**src/rtl/basket_controller_if.sv**
```systemverilog
// Request/response and read-port bundle between the sale terminal and the basket store.
interface basket_controller_if #(
  parameter int unsigned ID_W  = 4,
  parameter int unsigned QTY_W = 4
);
  logic             Enable;
  logic             Cancel;
  logic             Clear;
  logic [ID_W-1:0]  ProductID_in;
  logic [QTY_W-1:0] ProductQuantity;
  logic [ID_W-1:0]  Rd_index;
  logic [ID_W-1:0]  Rd_ProductID;
  logic [QTY_W-1:0] Rd_Quantity;
  logic [3:0]       BasketProductNum;
  logic             Busy;
  logic             Op_done;
  logic             Op_error;
  logic             Qty_saturated;

  // Upstream terminal / display side
  modport master (
    output Enable, Cancel, Clear, ProductID_in, ProductQuantity, Rd_index,
    input  Rd_ProductID, Rd_Quantity, BasketProductNum, Busy, Op_done, Op_error, Qty_saturated
  );

  // Basket store side
  modport slave (
    input  Enable, Cancel, Clear, ProductID_in, ProductQuantity, Rd_index,
    output Rd_ProductID, Rd_Quantity, BasketProductNum, Busy, Op_done, Op_error, Qty_saturated
  );
endinterface

```
**src/rtl/basket_controller.sv**
```systemverilog
// Ordered basket of (product ID, quantity) entries with add/merge, cancel/compact and clear.
module basket_controller #(
  parameter int unsigned MAX_ITEMS = 8,
  parameter int unsigned MAX_QTY   = 15,
  parameter int unsigned ID_W      = 4,
  parameter int unsigned QTY_W     = 4
) (
  input  logic                 CLOCK_50,
  input  logic                 RESET,
  basket_controller_if.slave   bus
);

  localparam int unsigned CNT_W = 4;
  localparam int unsigned SUM_W = QTY_W + 1;
  localparam logic [ID_W-1:0] BLANK_ID = '1;

  typedef enum logic [2:0] {IDLE, SEARCH, MERGE, APPEND, SHIFT} state_t;

  state_t           state_q, state_d;
  logic [ID_W-1:0]  id_q  [MAX_ITEMS];
  logic [QTY_W-1:0] qty_q [MAX_ITEMS];
  logic [CNT_W-1:0] count_q;
  logic [ID_W-1:0]  idx_q;
  logic [ID_W-1:0]  lat_id_q;
  logic [QTY_W-1:0] lat_qty_q;
  logic             busy_q, done_q, err_q, sat_q;

  logic             done_d, err_d, sat_d;
  logic             do_clear, do_latch, do_cancel, do_merge, do_append, do_move, do_final, idx_inc;
  logic [ID_W-1:0]  cur_id, rd_id;
  logic [QTY_W-1:0] cur_qty, rd_qty;
  logic [SUM_W-1:0] sum;
  logic             clip;
  logic [QTY_W-1:0] merged_qty;
  logic             at_end, at_last, full;

  // Entry selected by the working index, and the read-port view (blank past count)
  always_comb begin
    cur_id  = BLANK_ID;
    cur_qty = '0;
    rd_id   = BLANK_ID;
    rd_qty  = '0;
    for (int unsigned j = 0; j < MAX_ITEMS; j++) begin
      if (32'(idx_q) == j) begin
        cur_id  = id_q[j];
        cur_qty = qty_q[j];
      end
      if (32'(bus.Rd_index) == j && j < 32'(count_q)) begin
        rd_id  = id_q[j];
        rd_qty = qty_q[j];
      end
    end
  end

  assign sum        = SUM_W'(cur_qty) + SUM_W'(lat_qty_q);
  assign clip       = sum > SUM_W'(MAX_QTY);
  assign merged_qty = clip ? QTY_W'(MAX_QTY) : sum[QTY_W-1:0];
  assign at_end     = 32'(idx_q) == 32'(count_q);
  assign at_last    = (32'(idx_q) + 32'd1) == 32'(count_q);
  assign full       = 32'(count_q) >= MAX_ITEMS;

  // Next state and one-cycle datapath controls; Clear wins over everything
  always_comb begin
    state_d   = state_q;
    done_d    = 1'b0;
    err_d     = 1'b0;
    sat_d     = 1'b0;
    do_clear  = 1'b0;
    do_latch  = 1'b0;
    do_cancel = 1'b0;
    do_merge  = 1'b0;
    do_append = 1'b0;
    do_move   = 1'b0;
    do_final  = 1'b0;
    idx_inc   = 1'b0;
    if (bus.Clear) begin
      do_clear = 1'b1;
      done_d   = 1'b1;
      state_d  = IDLE;
    end else begin
      case (state_q)
        IDLE: begin
          if (bus.Cancel) begin
            if (32'(bus.ProductID_in) >= 32'(count_q)) begin
              err_d = 1'b1;
            end else begin
              do_cancel = 1'b1;
              state_d   = SHIFT;
            end
          end else if (bus.Enable) begin
            if (bus.ProductID_in == BLANK_ID || bus.ProductQuantity == '0) begin
              err_d = 1'b1;
            end else begin
              do_latch = 1'b1;
              state_d  = SEARCH;
            end
          end
        end
        SEARCH: begin
          if (at_end)                  state_d = APPEND;
          else if (cur_id == lat_id_q) state_d = MERGE;
          else                         idx_inc = 1'b1;
        end
        MERGE: begin
          do_merge = 1'b1;
          sat_d    = clip;
          done_d   = 1'b1;
          state_d  = IDLE;
        end
        APPEND: begin
          if (full) begin
            err_d = 1'b1;
          end else begin
            do_append = 1'b1;
            done_d    = 1'b1;
          end
          state_d = IDLE;
        end
        SHIFT: begin
          if (at_last) begin
            do_final = 1'b1;
            done_d   = 1'b1;
            state_d  = IDLE;
          end else begin
            do_move = 1'b1;
          end
        end
        default: state_d = IDLE;
      endcase
      // Requests that arrive while an operation is in flight are dropped
      if (state_q != IDLE && (bus.Enable || bus.Cancel)) err_d = 1'b1;
    end
  end

  // State, status pulses and basket storage
  always_ff @(posedge CLOCK_50) begin
    if (RESET) begin
      state_q   <= IDLE;
      count_q   <= '0;
      idx_q     <= '0;
      lat_id_q  <= '0;
      lat_qty_q <= '0;
      busy_q    <= 1'b0;
      done_q    <= 1'b0;
      err_q     <= 1'b0;
      sat_q     <= 1'b0;
      for (int unsigned j = 0; j < MAX_ITEMS; j++) begin
        id_q[j]  <= BLANK_ID;
        qty_q[j] <= '0;
      end
    end else begin
      state_q <= state_d;
      busy_q  <= state_d != IDLE;
      done_q  <= done_d;
      err_q   <= err_d;
      sat_q   <= sat_d;
      if (do_clear) begin
        count_q <= '0;
        for (int unsigned j = 0; j < MAX_ITEMS; j++) begin
          id_q[j]  <= BLANK_ID;
          qty_q[j] <= '0;
        end
      end else begin
        if (do_latch) begin
          lat_id_q  <= bus.ProductID_in;
          lat_qty_q <= bus.ProductQuantity;
          idx_q     <= '0;
        end
        if (do_cancel) idx_q <= bus.ProductID_in;
        if (idx_inc || do_move) idx_q <= idx_q + ID_W'(1);
        if (do_append) count_q <= count_q + CNT_W'(1);
        if (do_final)  count_q <= count_q - CNT_W'(1);
        for (int unsigned j = 0; j < MAX_ITEMS; j++) begin
          if (do_merge && 32'(idx_q) == j) qty_q[j] <= merged_qty;
          if (do_append && 32'(count_q) == j) begin
            id_q[j]  <= lat_id_q;
            qty_q[j] <= lat_qty_q;
          end
          if (do_final && 32'(idx_q) == j) begin
            id_q[j]  <= BLANK_ID;
            qty_q[j] <= '0;
          end
        end
        for (int unsigned j = 0; j + 1 < MAX_ITEMS; j++) begin
          if (do_move && 32'(idx_q) == j) begin
            id_q[j]  <= id_q[j+1];
            qty_q[j] <= qty_q[j+1];
          end
        end
      end
    end
  end

  assign bus.Rd_ProductID     = rd_id;
  assign bus.Rd_Quantity      = rd_qty;
  assign bus.BasketProductNum = count_q;
  assign bus.Busy             = busy_q;
  assign bus.Op_done          = done_q;
  assign bus.Op_error         = err_q;
  assign bus.Qty_saturated    = sat_q;

endmodule
```
**src/flat_wrapper.sv**
```systemverilog
// flat-port wrapper written by rule: the top's interface ports become plain ports
module basket_controller_flat 
#(
  parameter int unsigned MAX_ITEMS = 8,
  parameter int unsigned MAX_QTY   = 15,
  parameter int unsigned ID_W      = 4,
  parameter int unsigned QTY_W     = 4
)
  (CLOCK_50, RESET, bus_Enable, bus_Cancel, bus_Clear, bus_ProductID_in, bus_ProductQuantity, bus_Rd_index, bus_Rd_ProductID, bus_Rd_Quantity, bus_BasketProductNum, bus_Busy, bus_Op_done, bus_Op_error, bus_Qty_saturated);
  basket_controller_if #(.ID_W(ID_W), .QTY_W(QTY_W)) bus_i ();
  input  logic CLOCK_50;
  input  logic RESET;
  input wire logic [$bits(bus_i.Enable)-1:0] bus_Enable;
  input wire logic [$bits(bus_i.Cancel)-1:0] bus_Cancel;
  input wire logic [$bits(bus_i.Clear)-1:0] bus_Clear;
  input wire logic [$bits(bus_i.ProductID_in)-1:0] bus_ProductID_in;
  input wire logic [$bits(bus_i.ProductQuantity)-1:0] bus_ProductQuantity;
  input wire logic [$bits(bus_i.Rd_index)-1:0] bus_Rd_index;
  output wire logic [$bits(bus_i.Rd_ProductID)-1:0] bus_Rd_ProductID;
  output wire logic [$bits(bus_i.Rd_Quantity)-1:0] bus_Rd_Quantity;
  output wire logic [$bits(bus_i.BasketProductNum)-1:0] bus_BasketProductNum;
  output wire logic [$bits(bus_i.Busy)-1:0] bus_Busy;
  output wire logic [$bits(bus_i.Op_done)-1:0] bus_Op_done;
  output wire logic [$bits(bus_i.Op_error)-1:0] bus_Op_error;
  output wire logic [$bits(bus_i.Qty_saturated)-1:0] bus_Qty_saturated;
  assign bus_i.Enable = bus_Enable;
  assign bus_i.Cancel = bus_Cancel;
  assign bus_i.Clear = bus_Clear;
  assign bus_i.ProductID_in = bus_ProductID_in;
  assign bus_i.ProductQuantity = bus_ProductQuantity;
  assign bus_i.Rd_index = bus_Rd_index;
  assign bus_Rd_ProductID = bus_i.Rd_ProductID;
  assign bus_Rd_Quantity = bus_i.Rd_Quantity;
  assign bus_BasketProductNum = bus_i.BasketProductNum;
  assign bus_Busy = bus_i.Busy;
  assign bus_Op_done = bus_i.Op_done;
  assign bus_Op_error = bus_i.Op_error;
  assign bus_Qty_saturated = bus_i.Qty_saturated;
  basket_controller #(.MAX_ITEMS(MAX_ITEMS), .MAX_QTY(MAX_QTY), .ID_W(ID_W), .QTY_W(QTY_W)) u_core (.CLOCK_50(CLOCK_50), .RESET(RESET), .bus(bus_i));
endmodule
```
**config.mk**
```make
export PLATFORM = sky130hd
export DESIGN_NAME = basket_controller_flat
export DESIGN_NICKNAME = d
export VERILOG_FILES = /design/src/rtl/basket_controller_if.sv /design/src/rtl/basket_controller.sv /design/src/flat_wrapper.sv
export SDC_FILE = /design/constraint.sdc
export NUM_CORES = 1
export LEC_CHECK = 0
export ABC_CLOCK_PERIOD_IN_PS = 5600
export BUFFER_PORTS_ARGS = -buffer_cell sky130_fd_sc_hd__buf_4
export CORE_ASPECT_RATIO = 1.2
export CORE_MARGIN = 2
export CORE_UTILIZATION = 49
export CTS_CLUSTER_SIZE = 40
export DETAILED_ROUTE_END_ITERATION = 8
export GPL_ROUTABILITY_DRIVEN = 1
export PLACE_DENSITY_LB_ADDON = 0.08
export SLEW_MARGIN = 10
export SYNTH_ARGS = -nofsm -noshare
export SYNTH_HDL_FRONTEND = slang
export SYNTH_SLANG_ARGS = --single-unit
```
**constraint.sdc**
```tcl
create_clock -name CLOCK_50 -period 5.6 [get_ports CLOCK_50]
set_clock_uncertainty 0.1 [all_clocks]
set_input_delay 1.68 -clock CLOCK_50 [delete_from_list [all_inputs] [get_ports CLOCK_50]]
set_output_delay 1.68 -clock CLOCK_50 [all_outputs]
set_load 0.01 [all_outputs]
```
* Yosys cells after proc, flatten, opt, wreduce, memory -nomap -nowiden *
Memories as Yosys holds them, arrays and structs flattened.
Cells that the tools add are included.

storage, ports and cells
  output and inout bits = 16
  register bits after elaboration = 23
  word-level logic and storage cells = 465
  memory bits (writable) = 64
  bits of input ports = 17
  memories kept = 2

cells by class
  $lt $le $gt $ge = 11
  bitwise gates (word level) = 72
  multiplexer cells = 280
  reductions and logical operators = 57
  add/subtract/negate cells = 5
  equality and inequality tests = 29

memories
  name          depth  bits a word  rd ports  clocked after memory_dff  wr ports  RTL line                 RTL
  u_core.id_q   8      4            8         0                         8         basket_controller.sv:20  logic [ID_W-1:0] id_q [MAX_ITEMS];
  u_core.qty_q  8      4            8         0                         8         basket_controller.sv:21  logic [QTY_W-1:0] qty_q [MAX_ITEMS];

operator list
  cell                                                       number
  two-way mux 4 bit                                          108
  two-way mux 1 bit                                          161
  bitwise OR 1 bit                                           70
  equality test 4 x 3 -> 1 bit (second input constant)       12
  logical AND 1 bit                                          40
  equality test 32 x 4 -> 1 bit                              1
  equality test 4 x 2 -> 1 bit (second input constant)       6
  two-way mux 3 bit                                          8
  logical NOT 4 bit                                          4
  < comparator 3 x 4 -> 1 bit (first input constant)         4
  equality test 4 x 1 -> 1 bit (second input constant)       3
  case mux 3 bit (3 select lines)                            1
  nonzero test 3 bit                                         3
  adder 4 x 1 -> 4 bit (second input constant)               2
  equality test 4 bit                                        2
  < comparator 1 x 4 -> 1 bit (first input constant)         2
  < comparator 2 x 4 -> 1 bit (first input constant)         2
  equality test 3 x 2 -> 1 bit (second input constant)       2
  adder 4 x 1 -> 5 bit (second input constant)               1
  adder 4 x 4 -> 5 bit                                       1
  > comparator 5 x 4 -> 1 bit (second input constant)        1
  equality test 4 bit (second input constant)                1
  greater-or-equal comparator 4 bit                          1
  greater-or-equal comparator 4 bit (second input constant)  1
  12 further kinds                                           17

* Depth between registers and ports, before layout *
Gate-level depths: netlist of the first run.

  depth in word-level cells = 17
  gate-level depth with buffers = 23
  depth with buffers taken out = 20

* Least setup slack after synthesis of the first run *
No wires, ideal clock.

  path type = input port to output port
  start = input bus_Rd_index[0]
  end = output bus_Rd_Quantity[2]
  arrival = 3.007 ns
  path buffers = 2
  data required time = 3.820 ns
  path slack = 0.813 ns
  cell stages on the path = 9
  cells stage by stage = clkbuf_1 > nor2b_1 > nand2_1 > nor2_1 > clkbuf_1 > a222oi_1 > nand3_1 > o21ai_0 > nand2_1

between the ends
  cells in the longest elaborated chain, start to end = 10
  elaborated cells between the ends (all ways) = 24
  classes of those cells = eq/ne: 7; mux: 8; reduce/logical: 9

RTL lines
  item                             RTL line                 RTL
  start: declaration               flat_wrapper.sv:18       input wire logic [$bits(bus_i.Rd_index)-1:0] bus_Rd_index;
  logical NOT 4 bit                basket_controller.sv:48  if (32'(bus.Rd_index) == j && j < 32'(count_q)) begin
  logical AND 1 bit                basket_controller.sv:48
  two-way mux 4 bit (7 in series)  basket_controller.sv:48
  two-way mux 4 bit (*)            basket_controller.sv:48
  end: declaration                 flat_wrapper.sv:20       output wire logic [$bits(bus_i.Rd_Quantity)-1:0] bus_Rd_Quantity;

Every way passes the cells marked *; elsewhere a longest branch is shown, timed or not.

* Worst setup path in the final report of the first run *
  start = input bus_Rd_index[2]
  end = output bus_Rd_Quantity[2]

Same word-level chain as after synthesis.

==> results of run 1 <==
-- final cells by class --
type,count,area [sq um],area share [%]
Clock buffer,13,293,4.25
Timing Repair Buffer,45,350,5.09
Tap cell,164,205,2.98
Sequential cell,87,2380,34.6
Multi-Input combinational cell,536,3510,51.1
Clock inverter,3,20.0,0.291
Inverter,31,116,1.69
-- flip-flops by register name, indices dropped and copies added, names as in the netlist --
signal / count
u_core.state_q: 3
u_core.bus.BasketProductNum: 4
u_core.bus.Op_done: 1
u_core.lat_id_q: 4
u_core.idx_q: 4
u_core.lat_qty_q: 4
u_core.bus.Qty_saturated: 1
u_core.qty_q: 32
u_core.bus.Op_error: 1
u_core.id_q: 32
u_core.bus.Busy: 1
-- cells by family after synthesis --
kind of cell / after synthesis / share of synthesized area [%]
mux: 15 / 2.46
flops: 87 / 38.4
fa+ha+maj: 17 / 3.55
buf+inv: 77 / 5.00
simple gates: 269 / 22.5
compound gates: 216 / 25.4
xor+xnor: 19 / 2.68
-- metrics by stage --
stage	hold slack (ns)	power, mW	util, %
2_1_floorplan	0.425	0.840	-
3_3_place_gp	0.500	0.908	52.6
5_1_grt	0.531	1.57	55.1
6_report	0.523	1.52	55.1
3_5_place_dp	0.494	0.911	52.6
4_1_cts	0.515	1.52	55.1
-- report_power, final --
part	internal [mW]	switching, mW	total (mW)
Combinational	0.0628	0.105	0.168
Clock	0.368	0.252	0.619
Sequential	0.707	0.0256	0.732
Total	1.14	0.383	1.52
-- routing by layer --
layer	vias up	part of all wire [%]	GRT usage (%)
met5	-	0	0
met4	0	3.2	11.5
met3	57	7.9	4.54
met2	328	48	52.2
met1	2891	41	41.3
li1	2697	-	-
-- synthesized netlist by cell type, types with 4 or more instances --
master    number  area share (%)
o22a_1        27             3.8
nor3_1        10            0.81
o21ai_0       24             1.9
or2_2          7            0.71
nor3b_1        5            0.60
nand3_1       23             1.9
a21oi_1       47             3.8
nor4_1        13             1.3
o211ai_1       6            0.73
xnor2_1        9             1.3
buf_2          8            0.65
and3_1         8            0.81
a221o_1       15             2.4
o31a_1         4            0.56
inv_1         30             1.8
xor2_1        10             1.4
clkbuf_1      34             2.1
nor2b_1       10             1.0
a211o_1        5            0.71
a21o_1         5            0.60
a31oi_1        5            0.50
o311ai_0       4            0.56
dfxtp_1       23             7.4
edfxtp_1      64              31
a311oi_1       4            0.56
o221ai_1      10             1.4
ha_1          16             3.2
nand4_1        4            0.40
a222oi_1       6            0.97
nand2b_1      17             1.7
and2_1         9            0.91
nand2_1       50             3.0
mux2i_1       13             2.1
o22ai_1       21             2.1
nor2_1        78             4.7
a22oi_1        6            0.73
or3_1         11             1.1
-- layout by cell type, fill, tap and decap left out, drive strengths merged, types with 12 or more instances in the layout --
cell type  instances
dfxtp             23
o22a              27
or3               12
nand3             23
o21ai             26
a221o             15
nor2              79
inv               31
ha                16
nor4              13
buf               45
mux2i             13
o22ai             21
a21oi             47
clkbuf            13
nand2b            17
nand2             50
edfxtp            64
-- final timing paths --
kind / from / end / slack [ns] / cells past startpoint
worst max-delay path: bus_Rd_index[2] / bus_Rd_Quantity[2] / 0.53 / 9
worst min-delay path: u_core.id_q[4][0] / u_core.id_q[3][0] / 0.52 / 1
worst max register to register: u_core.idx_q[1] / u_core.qty_q[5][1] / 1.01 / 18
worst min register to register: u_core.id_q[4][0] / u_core.id_q[3][0] / 0.52 / 1
==> impl_metrics.yaml, run 1 <==
clocking:
  post_cts_resized: 0
  postCtsHoldBufs: 0
  clk_latency_ns: 0.34
  cts_root_buf: "clkbuf_16"
  clkTransAtPathRegs_ns: 0.06
  clk_path_buf_depth: 2
  cts_made_buffers: 9
  h-tree-depth: 3
  clkSinkCount: 87
  cts_tree: "yes"
  cts_setup_buffers: 0
routing:
  drc: 0
  dr.pass1.iters: 9
  wl_per_cell_um: 23.9
  ant_nets: 0
  viasPerCell: 6.80
  wl_um: 21100
  vias: 5973
  first_iter_violations: 806
global_routing:
  grt_use_total_pct: 31.3
  antenna_found_initial: 0
  overflow: 0
  grt_pass1_vias: 5599
  grt_max_degree: 43
  grt_pass1_wl_um: 32300
final_layout:
  nets: 744
  diodes: 0
  n_fill_cell: 1175
  final_cells: 879
  area_growth_syn_to_layout_pct: 10.9
  drive_above_1_share_pct: 11.2
  design_area_sq_um: 6880
worst_setup_path:
  cp_top_family: "simple AND/OR/NAND/NOR gates"
  critPathRequiredTime_ns: 3.82
  path_cells: "buf_4, nor2_1, nand2_1, nor3b_1, a222oi_1, nand3_1, o21ai_0, nand2_1, buf_4"
  cp_slowest_cell: "nor3b_1"
  start_kind: "input pin"
  crit_fanout: 6
  endpoint_kind: "output pin"
  crit_type: "in -> out"
  crit_arrival_ns: 3.29
  crit_buf_inv: 2
  cpPeakStageDelay_ns: 0.50
synth:
  synth_flop_cell: "edfxtp_1"
  synth-edff-count: 64
  syn-mean-instance-area_sq_um: 8.87
  ys_seq_area_share_pct: 38.4
  synth_cells: 700
  yosysWarnings: 0
  async_reset_ff_share_pct: 0
  syn_area_sq_um: 6210
  ys_types: 77
  syn_nets: 734
  synth-seq-cells: 87
sta:
  min_period_ns: 5.07
  worst_pin_slew_ns: 0.881
  relSlewSlack_pct: 41.0
  fin_crit_sh_pct: 90.6
  rsz0062_at_grt: "no"
  slew_violations: 0
  setup_ws_ns: 0.527
  finalSetupViolCount: 0
  finalHoldViolCount: 0
  fmax_mhz: 197
  fin_setup_tns_ns: 0
run:
  max_cap_violations: 0
placed_design:
  place_area_sq_um: 6570
  hpwlAfterDp_um: 16000
  pre_cts_slack_ns: 0.523
  dp_cells: 863
  gp_congestion: 0.925
  port_buffers: 32
die:
  dieArea_sq_um: 13600
  io_pins: 33
  die_h_um: 127
  coreArea_sq_um: 12500
  die-width_um: 107
  start_util_pct: 49.7
  num_rows: 45
status:
  status: "complete, no violations"
power:
  power_density_nw_per_um2: 221
  ir_worst_vdd_mv: 0.175
  p_leak_nw: 2.38
min_path:
  worstHoldPathType: "reg -> reg"
Note: power is estimated with default switching activity, not from simulation.
==> run 2: changes to the inputs <==
Settings changed: CORE_UTILIZATION 49 to 39, CTS_CLUSTER_SIZE 40 to 20.
==> run 2 against run 1 <==
  * Sequential power barely moved
  * Critical path depth unchanged
  * Non-clock buffer count fell by 1
  * Sequential share of layout area about the same
  * Routed wire length grew 5.6%
  * Fmax is 3.9% lower
  * Highest routed layer unchanged
==> impl_metrics.yaml, run 2 (synthesized netlist as in run 1, its figures left out) <==
sta:
  fin_crit_sh_pct: 94.3
  fin_setup_tns_ns: 0
  finalSetupViolCount: 0
  slew_violations: 0
  finalHoldViolCount: 0
  rsz0062_at_grt: "no"
  min_period_ns: 5.28
  relSlewSlack_pct: 35.0
  setup_ws_ns: 0.318
  worst_pin_slew_ns: 0.974
  fmax_mhz: 189
clocking:
  cts_made_buffers: 9
  post_cts_resized: 0
  cts_tree: "yes"
  postCtsHoldBufs: 0
  h-tree-depth: 3
  clk_latency_ns: 0.35
  clkSinkCount: 87
  cts_root_buf: "clkbuf_16"
  cts_setup_buffers: 0
  clkTransAtPathRegs_ns: 0.07
  clk_path_buf_depth: 2
worst_setup_path:
  cpPeakStageDelay_ns: 0.62
  cp_top_family: "simple AND/OR/NAND/NOR gates"
  crit_type: "in -> out"
  critPathRequiredTime_ns: 3.82
  endpoint_kind: "output pin"
  start_kind: "input pin"
  cp_slowest_cell: "nor3b_1"
  crit_fanout: 6
  crit_buf_inv: 2
  path_cells: "buf_4, nor2_1, nand2_1, nor3b_1, a222oi_1, nand3_1, o21ai_0, nand2_1, buf_4"
  crit_arrival_ns: 3.50
status:
  status: "complete, no violations"
final_layout:
  area.sequential_sq_um: 2380
  nets: 743
  multi_input_area_sq_um: 3510
  n_fill_cell: 1561
  drive_above_1_share_pct: 11.1
  area_growth_syn_to_layout_pct: 10.7
  mostFrequentLayoutCells: "78 x nor2_1, 64 x edfxtp_1, 50 x nand2_1, 47 x a21oi_1, 44 x buf_4"
  reg_top3: "u_core.id_q (32), u_core.qty_q (32)"
  diodes: 0
  mostFrequentLayoutCell: "nor2_1"
routing:
  dr.pass1.iters: 7
  first_iter_violations: 461
  viasPerCell: 6.36
  drc: 0
  wl_um: 22200
  vias: 5861
  wl_per_cell_um: 24.1
  ant_nets: 0
placed_design:
  hpwlAfterDp_um: 17100
  pre_cts_slack_ns: 0.386
  gp_congestion: 0.937
  port_buffers: 32
power:
  power_density_nw_per_um2: 215
  p_leak_nw: 2.36
  ir_worst_vdd_mv: 0.113
die:
  dieArea_sq_um: 16900
  die_h_um: 142
  start_util_pct: 39.8
  num_rows: 50
  io_pins: 33
  die-width_um: 119
  coreArea_sq_um: 15600
global_routing:
  grt_pass1_vias: 5729
  grt_pass1_wl_um: 34100
  grt_use_total_pct: 26.8
  overflow: 0
  antenna_found_initial: 0
  grt_max_degree: 43
run:
  max_cap_violations: 0
min_path:
  worstHoldPathType: "reg -> reg"
## run 2: cell types whose count changed in the layout (fill, tap and decap cells not counted), sizes merged
| cell | change |
|---|---|
| buf | -1 |
| inv | +3 |
| clkbuf | -3 |
## run 2: through the flow
step / cell area [sq um] / total power [mW] / hold WS (ns) / util, % / cells
final: 6870 / 1.48 / 0.514 / 44.1 / 922
after global routing: 6870 / 1.53 / 0.544 / 44.1 / 922
after CTS: 6870 / 1.49 / 0.514 / 44.1 / 922
after detailed placement: 6600 / 0.914 / 0.500 / 42.4 / 906
after global placement: 6600 / 0.911 / 0.505 / 42.4 / 906
after floorplan: 6210 / 0.840 / 0.425 / - / 700
## run 2: final cells by class
type | instances | area share [%]
clock buffers | 10 | 3.33
repair buffers | 44 | 4.81
well taps | 208 | 3.79
multi-input cells | 536 | 51.1
clock inverters | 6 | 0.601
flip-flops and latches | 87 | 34.7
inverters | 31 | 1.69
## run 2: path summary, 6_finish.rpt
check,from,endpoint,slack [ns],cells past startpoint
worst max-delay path,bus_Rd_index[2],bus_Rd_Quantity[2],0.32,9
worst min-delay path,u_core.id_q[3][0],u_core.id_q[2][0],0.51,1
worst max register to register,u_core.idx_q[1],u_core.qty_q[0][1],1.26,17
worst min register to register,u_core.id_q[3][0],u_core.id_q[2][0],0.51,1
## run 2: where the power goes
| group | switching (mW) | internal (mW) | total [mW] | leakage [nW] |
|---|---|---|---|---|
| clock network | 0.272 | 0.304 | 0.576 | 0.138 |
| registers | 0.0269 | 0.706 | 0.733 | 0.765 |
| logic | 0.106 | 0.0623 | 0.169 | 1.45 |
## run 2: routing by layer
| metal | track usage (%) | up-vias | share of wire (%) |
|---|---|---|---|
| met2 | 45.4 | 231 | 48 |
| met5 | 0 | - | 0 |
| met3 | 4.05 | 63 | 5.1 |
| li1 | - | 2683 | - |
| met4 | 12.2 | 0 | 4.0 |
| met1 | 33.9 | 2884 | 43 |
